[config.mk]
export PLATFORM = sky130hd
export DESIGN_NAME = hist_eq_lut_ctrl
export DESIGN_NICKNAME = d
export VERILOG_FILES = /design/src/rtl/hist_eq_lut_ctrl.sv
export SDC_FILE = /design/constraint.sdc
export NUM_CORES = 2
export LEC_CHECK = 0
export BUFFER_PORTS_ARGS = -buffer_cell sky130_fd_sc_hd__buf_4
export CAP_MARGIN = 20
export CORE_ASPECT_RATIO = 2
export CORE_MARGIN = 2
export CORE_UTILIZATION = 35
export CTS_CLUSTER_SIZE = 20
export DETAILED_ROUTE_END_ITERATION = 16
export SLEW_MARGIN = 20
export SYNTH_ARGS = -nofsm -noshare
export SYNTH_HDL_FRONTEND = slang
export SYNTH_SLANG_ARGS = --single-unit
[constraint.sdc]
create_clock -name clk -period 16 [get_ports clk]
set_input_delay 0 -clock clk [delete_from_list [all_inputs] [get_ports clk]]
set_output_delay 0 -clock clk [all_outputs]
set_load 0.03 [all_outputs]
[src/rtl/hist_eq_lut_ctrl.sv]
// Histogram-equalisation LUT controller: scales the CDF stream into a shadow
// bank of a ping-pong 2x256x8 table and swaps it in at the next frame start.
module hist_eq_lut_ctrl #(
  parameter int ACC_W   = 20,
  parameter int RECIP   = 13926,
  parameter int RECIP_W = 16,
  parameter int SHIFT   = 24
) (
  input  logic             clk,
  input  logic             rst,
  input  logic             img_vsync,
  input  logic [7:0]       cdf_level,
  input  logic [ACC_W-1:0] cdf_acc_num,
  input  logic             cdf_valid,
  input  logic             pix_in_valid,
  input  logic [7:0]       pix_in,
  output logic             pix_out_valid,
  output logic [7:0]       pix_out,
  output logic             active_bank,
  output logic             table_valid,
  output logic             seq_err
);

  localparam int PROD_W = ACC_W + RECIP_W;
  localparam logic [RECIP_W-1:0] RECIP_C = RECIP_W'(RECIP);
  localparam logic [PROD_W:0]    HALF    = (PROD_W+1)'(1) << (SHIFT-1);

  typedef enum logic [2:0] {IDLE, FILL, DRAIN, READY, ERR} state_t;

  state_t      state, state_nx;
  logic [8:0]  expect_lvl, expect_lvl_nx;
  logic [1:0]  drain_cnt, drain_cnt_nx;
  logic        accept, err_now, swap;
  logic        vsync_d, vsync_rise;

  logic               s1_valid, s2_valid, s3_valid;
  logic [7:0]         s1_level, s2_level, s3_level;
  logic [ACC_W-1:0]   s1_acc;
  logic [PROD_W-1:0]  s2_prod;
  logic [7:0]         s3_map;
  logic [PROD_W:0]    rnd_sum, map_wide;
  logic [7:0]         map_sat;
  logic               shadow_we;

  logic [7:0] lut [512];

  assign vsync_rise = img_vsync & ~vsync_d;

  always_comb begin
    state_nx      = state;
    expect_lvl_nx = expect_lvl;
    drain_cnt_nx  = drain_cnt;
    accept        = 1'b0;
    err_now       = 1'b0;
    swap          = 1'b0;
    case (state)
      IDLE: begin
        if (cdf_valid) begin
          if (cdf_level == 8'd0) begin
            accept        = 1'b1;
            expect_lvl_nx = 9'd1;
            state_nx      = FILL;
          end else begin
            err_now  = 1'b1;
            state_nx = ERR;
          end
        end
      end
      FILL: begin
        // A frame start before level 255 means the table can never complete.
        if (vsync_rise) begin
          err_now  = 1'b1;
          state_nx = ERR;
        end else if (cdf_valid) begin
          if ({1'b0, cdf_level} == expect_lvl) begin
            accept        = 1'b1;
            expect_lvl_nx = expect_lvl + 9'd1;
            if (cdf_level == 8'hFF) begin
              state_nx     = DRAIN;
              drain_cnt_nx = 2'd0;
            end
          end else begin
            err_now  = 1'b1;
            state_nx = ERR;
          end
        end
      end
      DRAIN: begin
        if (drain_cnt == 2'd2) state_nx = READY;
        else                   drain_cnt_nx = drain_cnt + 2'd1;
      end
      READY: begin
        if (cdf_valid) begin
          err_now  = 1'b1;
          state_nx = ERR;
        end else if (vsync_rise) begin
          swap     = 1'b1;
          state_nx = IDLE;
        end
      end
      ERR: begin
        if (!cdf_valid) state_nx = IDLE;
      end
      default: state_nx = IDLE;
    endcase
  end

  always_ff @(posedge clk or posedge rst) begin
    if (rst) begin
      state       <= IDLE;
      expect_lvl  <= '0;
      drain_cnt   <= '0;
      vsync_d     <= 1'b0;
      seq_err     <= 1'b0;
      active_bank <= 1'b0;
      table_valid <= 1'b0;
    end else begin
      state      <= state_nx;
      expect_lvl <= expect_lvl_nx;
      drain_cnt  <= drain_cnt_nx;
      vsync_d    <= img_vsync;
      seq_err    <= err_now;
      if (swap) begin
        active_bank <= ~active_bank;
        table_valid <= 1'b1;
      end
    end
  end

  // Round-half-up after the reciprocal multiply, then clamp to 8 bits.
  assign rnd_sum  = {1'b0, s2_prod} + HALF;
  assign map_wide = rnd_sum >> SHIFT;
  assign map_sat  = (|map_wide[PROD_W:8]) ? 8'hFF : map_wide[7:0];

  always_ff @(posedge clk or posedge rst) begin
    if (rst) begin
      s1_valid <= 1'b0;
      s1_level <= '0;
      s1_acc   <= '0;
      s2_valid <= 1'b0;
      s2_level <= '0;
      s2_prod  <= '0;
      s3_valid <= 1'b0;
      s3_level <= '0;
      s3_map   <= '0;
    end else begin
      s1_valid <= accept;
      s1_level <= cdf_level;
      s1_acc   <= cdf_acc_num;
      s2_valid <= s1_valid;
      s2_level <= s1_level;
      s2_prod  <= PROD_W'(s1_acc) * PROD_W'(RECIP_C);
      s3_valid <= s2_valid;
      s3_level <= s2_level;
      s3_map   <= map_sat;
    end
  end

  // Late writes from an aborted build are dropped; the shadow is discarded anyway.
  assign shadow_we = s3_valid && ((state == FILL) || (state == DRAIN));

  always_ff @(posedge clk) begin
    if (shadow_we) lut[{~active_bank, s3_level}] <= s3_map;
  end

  always_ff @(posedge clk or posedge rst) begin
    if (rst) begin
      pix_out_valid <= 1'b0;
      pix_out       <= '0;
    end else begin
      pix_out_valid <= pix_in_valid;
      pix_out       <= table_valid ? lut[{active_bank, pix_in}] : pix_in;
    end
  end

endmodule

==> implementation parameters <==
Parameter                              Value

Synthesis
  Cell variety after synth    68
  Ys Warns    0
  Total of flip-flops plus latches after synthesis    4,189
  Post-synthesis cell area    165,000 um2
  Fraction of registers with async set/reset    2.22%
  Number of synthesized flops with an enable pin    4,096
  Synth Flop Type    sky130_fd_sc_hd__edfxtp_1
  Synthesized instance count    7,799
  Sequential area share after synthesis    75.7%
  Mapped Nets    8,022
  Average cell area after synthesis    21.2 um2

STA
  Clk_skew    45.6 ps
  Worst slew margin    13.0%
  Transition time at the pin with the least slew margin    1300 ps
  Setup repair after global routing missed its margin    false
  Max-slew violation count    0
  Final Cycle Share    33.0%
  Count of final setup violators    0
  Fin. Hold Viols    0
  Achievable Freq    189 MHz
  Setup TNS    0 ps
  Final worst path period need    5280 ps

Run
  Total of max-cap violations    0

Worst setup path
  Required @ worst endpoint    16,860 ps
  Largest stage delay, worst path    490 ps
  R2R Setup Slk    10,720 ps
  R2R Path Start    s1_acc[1]
  CP Launch Type    flip-flop
  Buffers plus inverters on the worst setup path    2
  Delay-heaviest family, CP    adder cells
  Cell at the slowest stage of the critical path    sky130_fd_sc_hd__fa_1
  Logic depth of the worst register-to-register path    18
  WP data arrival    6140 ps
  Cell-by-cell trace of the critical path    ha_1 -> xor2_1 -> ha_1 -> or2_2 -> fa_1 -> fa_1 -> inv_1 -> fa_1 -> inv_1 -> ha_1 -> o21ai_0 -> nor2_1 -> a211oi_1 -> o2111ai_1 -> o2111ai_1 -> nand3_1 -> a2111o_1 -> o211ai_1
  Worst reg2reg endpoint    s2_prod[33]
  Setup Crit Path Kind    flip-flop to flip-flop
  Critical path endpoint category    flip-flop
  Maximum fanout count along the critical path    4

Clock tree
  Number of sinks handled by clock tree synthesis    4,189
  Clock H-tree levels    5
  Clock tree from TritonCTS    done
  Cell at the root of the clock tree    sky130_fd_sc_hd__clkbuf_16
  Clock buffer count from CTS    332
  Maximum buffer depth of the clock tree    4
  Worst-Skew Late Latency    970 ps
  Clock-pin slew on the worst setup and hold paths    70 ps

Global routing
  GR Util All Layers    20.7%
  Largest net degree at the start of global routing    225
  Initial antenna violation count    27
  Vias in the first global route    86,175
  Wire length of the first global-routing pass    697,000 um
  Remaining global-route overflow    0

Routing
  Via total after detailed routing    81,823
  Initial DRC Count    9,323
  Post-detailed-route DRC marker count    0
  Drt pass-1 iters    6
  Detailed Route WL    506,000 um
  Drt via density    5.60
  Count of nets left with antenna violations after detail routing    0
  WL/cell    34.6 um

Min path
  Worst hold endpoint    state[1]
  Hold Startpoint    img_vsync
  Worst hold path type    input pin to flip-flop
  Hold path cells    5

Die
  Standard-cell rows    357
  Die extent in x    490 um
  Die boundary height    976 um
  Initial core utilization    35.1%
  Area inside the core boundary    472,000 um2
  Ports    53
  Die area    479,000 um2

Layout
  Final net count    8,258
  Area growth from synthesis to layout    11.8%
  Area used by multi-input combinational logic    37,400 um2
  FF+latch area    125,000 um2
  Proportion of layout cells with a drive suffix above 1    22.6%
  Fill cells    41,852

Placed design
  Number of port buffers    52
  Weighted congestion reported at the end of routability-driven placement    0.886
  Half-perimeter wire length after detailed placement    331,000 um

Power and ir drop
  Power density relative to cell area    135 nW/um2
  Peak VDD IR    0.000156 V
  Overall power after layout    25,000 uW
  Standby leakage power    0.0560 uW

Outcome
  Status    completed
placed cells by master (no fill, tap or decap), drive strengths merged, types with 10 or more instances in the layout:
cell         synthesis  routed
edfxtp            4096    4096
mux4              1041    1041
nor2               602     602
clkbuf             171     393
buf                268     276
mux2i              185     185
a22oi              167     167
inv                140     152
clkinv               0     145
nand2              138     138
a21oi               94      94
fa                  94      94
dfrtp               93      93
ha                  88      88
o22ai               80      80
dlygate4sd3          0      65
a211oi              53      53
nor2b               45      45
nand3               44      44
nor3                43      43
o21ai               38      38
bufinv               0      36
a221oi              34      34
a22o                26      26
nand4               22      22
xnor2               19      19
xor2                18      18
nor4                17      17
clkinvlp             0      17
diode                0      16
and3                16      16
a31oi               15      15
o221ai              14      14
nand2b              12      12
and2                12      12
mux2                10      10
a2111oi             10      10
cells in the mapped netlist (9+ instances only):
cell type / count / area share, %
sky130_fd_sc_hd__a2111oi_0: 9 / 0.048
sky130_fd_sc_hd__a211oi_1: 53 / 0.24
sky130_fd_sc_hd__a21oi_1: 94 / 0.28
sky130_fd_sc_hd__a221oi_1: 34 / 0.18
sky130_fd_sc_hd__a22o_1: 26 / 0.14
sky130_fd_sc_hd__a22oi_1: 167 / 0.76
sky130_fd_sc_hd__a31oi_1: 15 / 0.057
sky130_fd_sc_hd__and2_1: 12 / 0.045
sky130_fd_sc_hd__and3_1: 16 / 0.060
sky130_fd_sc_hd__buf_1: 16 / 0.036
sky130_fd_sc_hd__buf_2: 135 / 0.41
sky130_fd_sc_hd__buf_4: 50 / 0.23
sky130_fd_sc_hd__buf_6: 67 / 0.46
sky130_fd_sc_hd__clkbuf_1: 171 / 0.39
sky130_fd_sc_hd__dfrtp_1: 93 / 1.4
sky130_fd_sc_hd__edfxtp_1: 4096 / 74
sky130_fd_sc_hd__fa_1: 94 / 1.1
sky130_fd_sc_hd__ha_1: 88 / 0.67
sky130_fd_sc_hd__inv_1: 140 / 0.32
sky130_fd_sc_hd__mux2_2: 10 / 0.068
sky130_fd_sc_hd__mux2i_1: 185 / 1.1
sky130_fd_sc_hd__mux4_2: 1041 / 14
sky130_fd_sc_hd__nand2_1: 137 / 0.31
sky130_fd_sc_hd__nand2b_1: 12 / 0.045
sky130_fd_sc_hd__nand3_1: 44 / 0.13
sky130_fd_sc_hd__nand4_1: 22 / 0.083
sky130_fd_sc_hd__nor2_1: 601 / 1.4
sky130_fd_sc_hd__nor2b_1: 45 / 0.17
sky130_fd_sc_hd__nor3_1: 43 / 0.13
sky130_fd_sc_hd__nor4_1: 17 / 0.064
sky130_fd_sc_hd__o21ai_0: 32 / 0.097
sky130_fd_sc_hd__o221ai_1: 13 / 0.069
sky130_fd_sc_hd__o22ai_1: 80 / 0.30
sky130_fd_sc_hd__or4_1: 9 / 0.041
sky130_fd_sc_hd__xnor2_1: 19 / 0.10
sky130_fd_sc_hd__xor2_1: 18 / 0.095
area by class of cell:
| type | instances | share of cell area (%) |
|---|---|---|
| Clock buffer | 393 | 4.71 |
| Inverter | 140 | 0.288 |
| Tap cell | 6282 | 4.25 |
| Clock inverter | 210 | 1.14 |
| Antenna cell | 16 | 0.0216 |
| Timing Repair Buffer | 341 | 1.63 |
| Sequential cell | 4189 | 67.8 |
| Multi-Input combinational cell | 3031 | 20.2 |
worst reg2reg max path: cells and delay by family (launching register included):
kind                       cells  cell delay (ps)
AOI/OAI and AO/OA              6             1600
xor gates and xnor gates       1              200
adders and majority gates      6             2330
buffers and inverters          2               90
DFF                            1              400
and+or+nand+nor                3              590
power by group:
group          internal (uW)  switching (uW)  total [uW]
Clock                   4500            3980        8480
Sequential             13200             175       13400
Combinational            797            2280        3080
what timing repair did:
action | CTS | global route
endpoints found under the hold margin | 143 | 0
setup buffers | 0 | 0
endpoints found under the setup margin | 0 | 0
hold buffers | 65 | 0
resized for setup | 0 | 0
metrics by stage:
step	hold slack, ps	area (um2)	instances	utilization, %	setup slack (ps)
floorplan	31.4	165000	7799	-	8550
global placement	28.8	173000	13908	36.7	9920
detailed placement	47.7	173000	13914	36.8	9890
CTS	15.6	185000	14582	39.2	10710
global route	120	185000	14588	39.2	10430
finish	72.3	185000	14602	39.2	10720
flip-flops by register name, indices dropped and copies added (netlist names):
register / cells
table_valid: 1
active_bank: 1
lut: 4096
s3_level: 8
s1_acc: 20
s2_valid: 1
pix_out_valid: 1
expect_lvl: 9
s3_valid: 1
s2_level: 8
s1_level: 8
state: 3
s1_valid: 1
vsync_d: 1
pix_out: 8
s3_map: 8
seq_err: 1
drain_cnt: 2
s2_prod: 11
cells by family (layout without fill, tap and decap cells):
logic type	count (synthesis)	in the layout	synth area share, %
XOR/XNOR	37	37	0.196
flip-flops	4189	4189	75.7
AO/OA/AOI/OAI	594	594	2.53
AND/OR/NAND/NOR	982	982	2.55
other	0	16	0
multiplexers	1236	1236	15.4
adder cells (fa/ha/maj)	182	182	1.80
buffers and inverters	579	1084	1.83
routing by layer:
metal / track usage, % / up-vias / share of wire [%]
li1: - / 32660 / -
met1: 21.0 / 44179 / 31
met2: 38.2 / 3787 / 54
met3: 2.66 / 1177 / 5.9
met4: 16.3 / 20 / 9.2
met5: 0 / - / 0.027
how the worst max path moves through the flow:
| stage | from | end | slack, ps | cells past startpoint |
|---|---|---|---|---|
| final | s1_acc[1] | s2_prod[33] | 10720 | 18 |
| after global routing | s1_acc[1] | s2_prod[33] | 10430 | 18 |
| after CTS | s1_acc[1] | s2_prod[33] | 10710 | 18 |
| after detailed placement | pix_in[0] | pix_out[5] | 9890 | 12 |
| after global placement | pix_in[0] | pix_out[5] | 9920 | 12 |
| after floorplan | s3_map[0] | lut[0][0] | 8550 | 0 |
No activity file was read; power rests on OpenSTA's default activity.
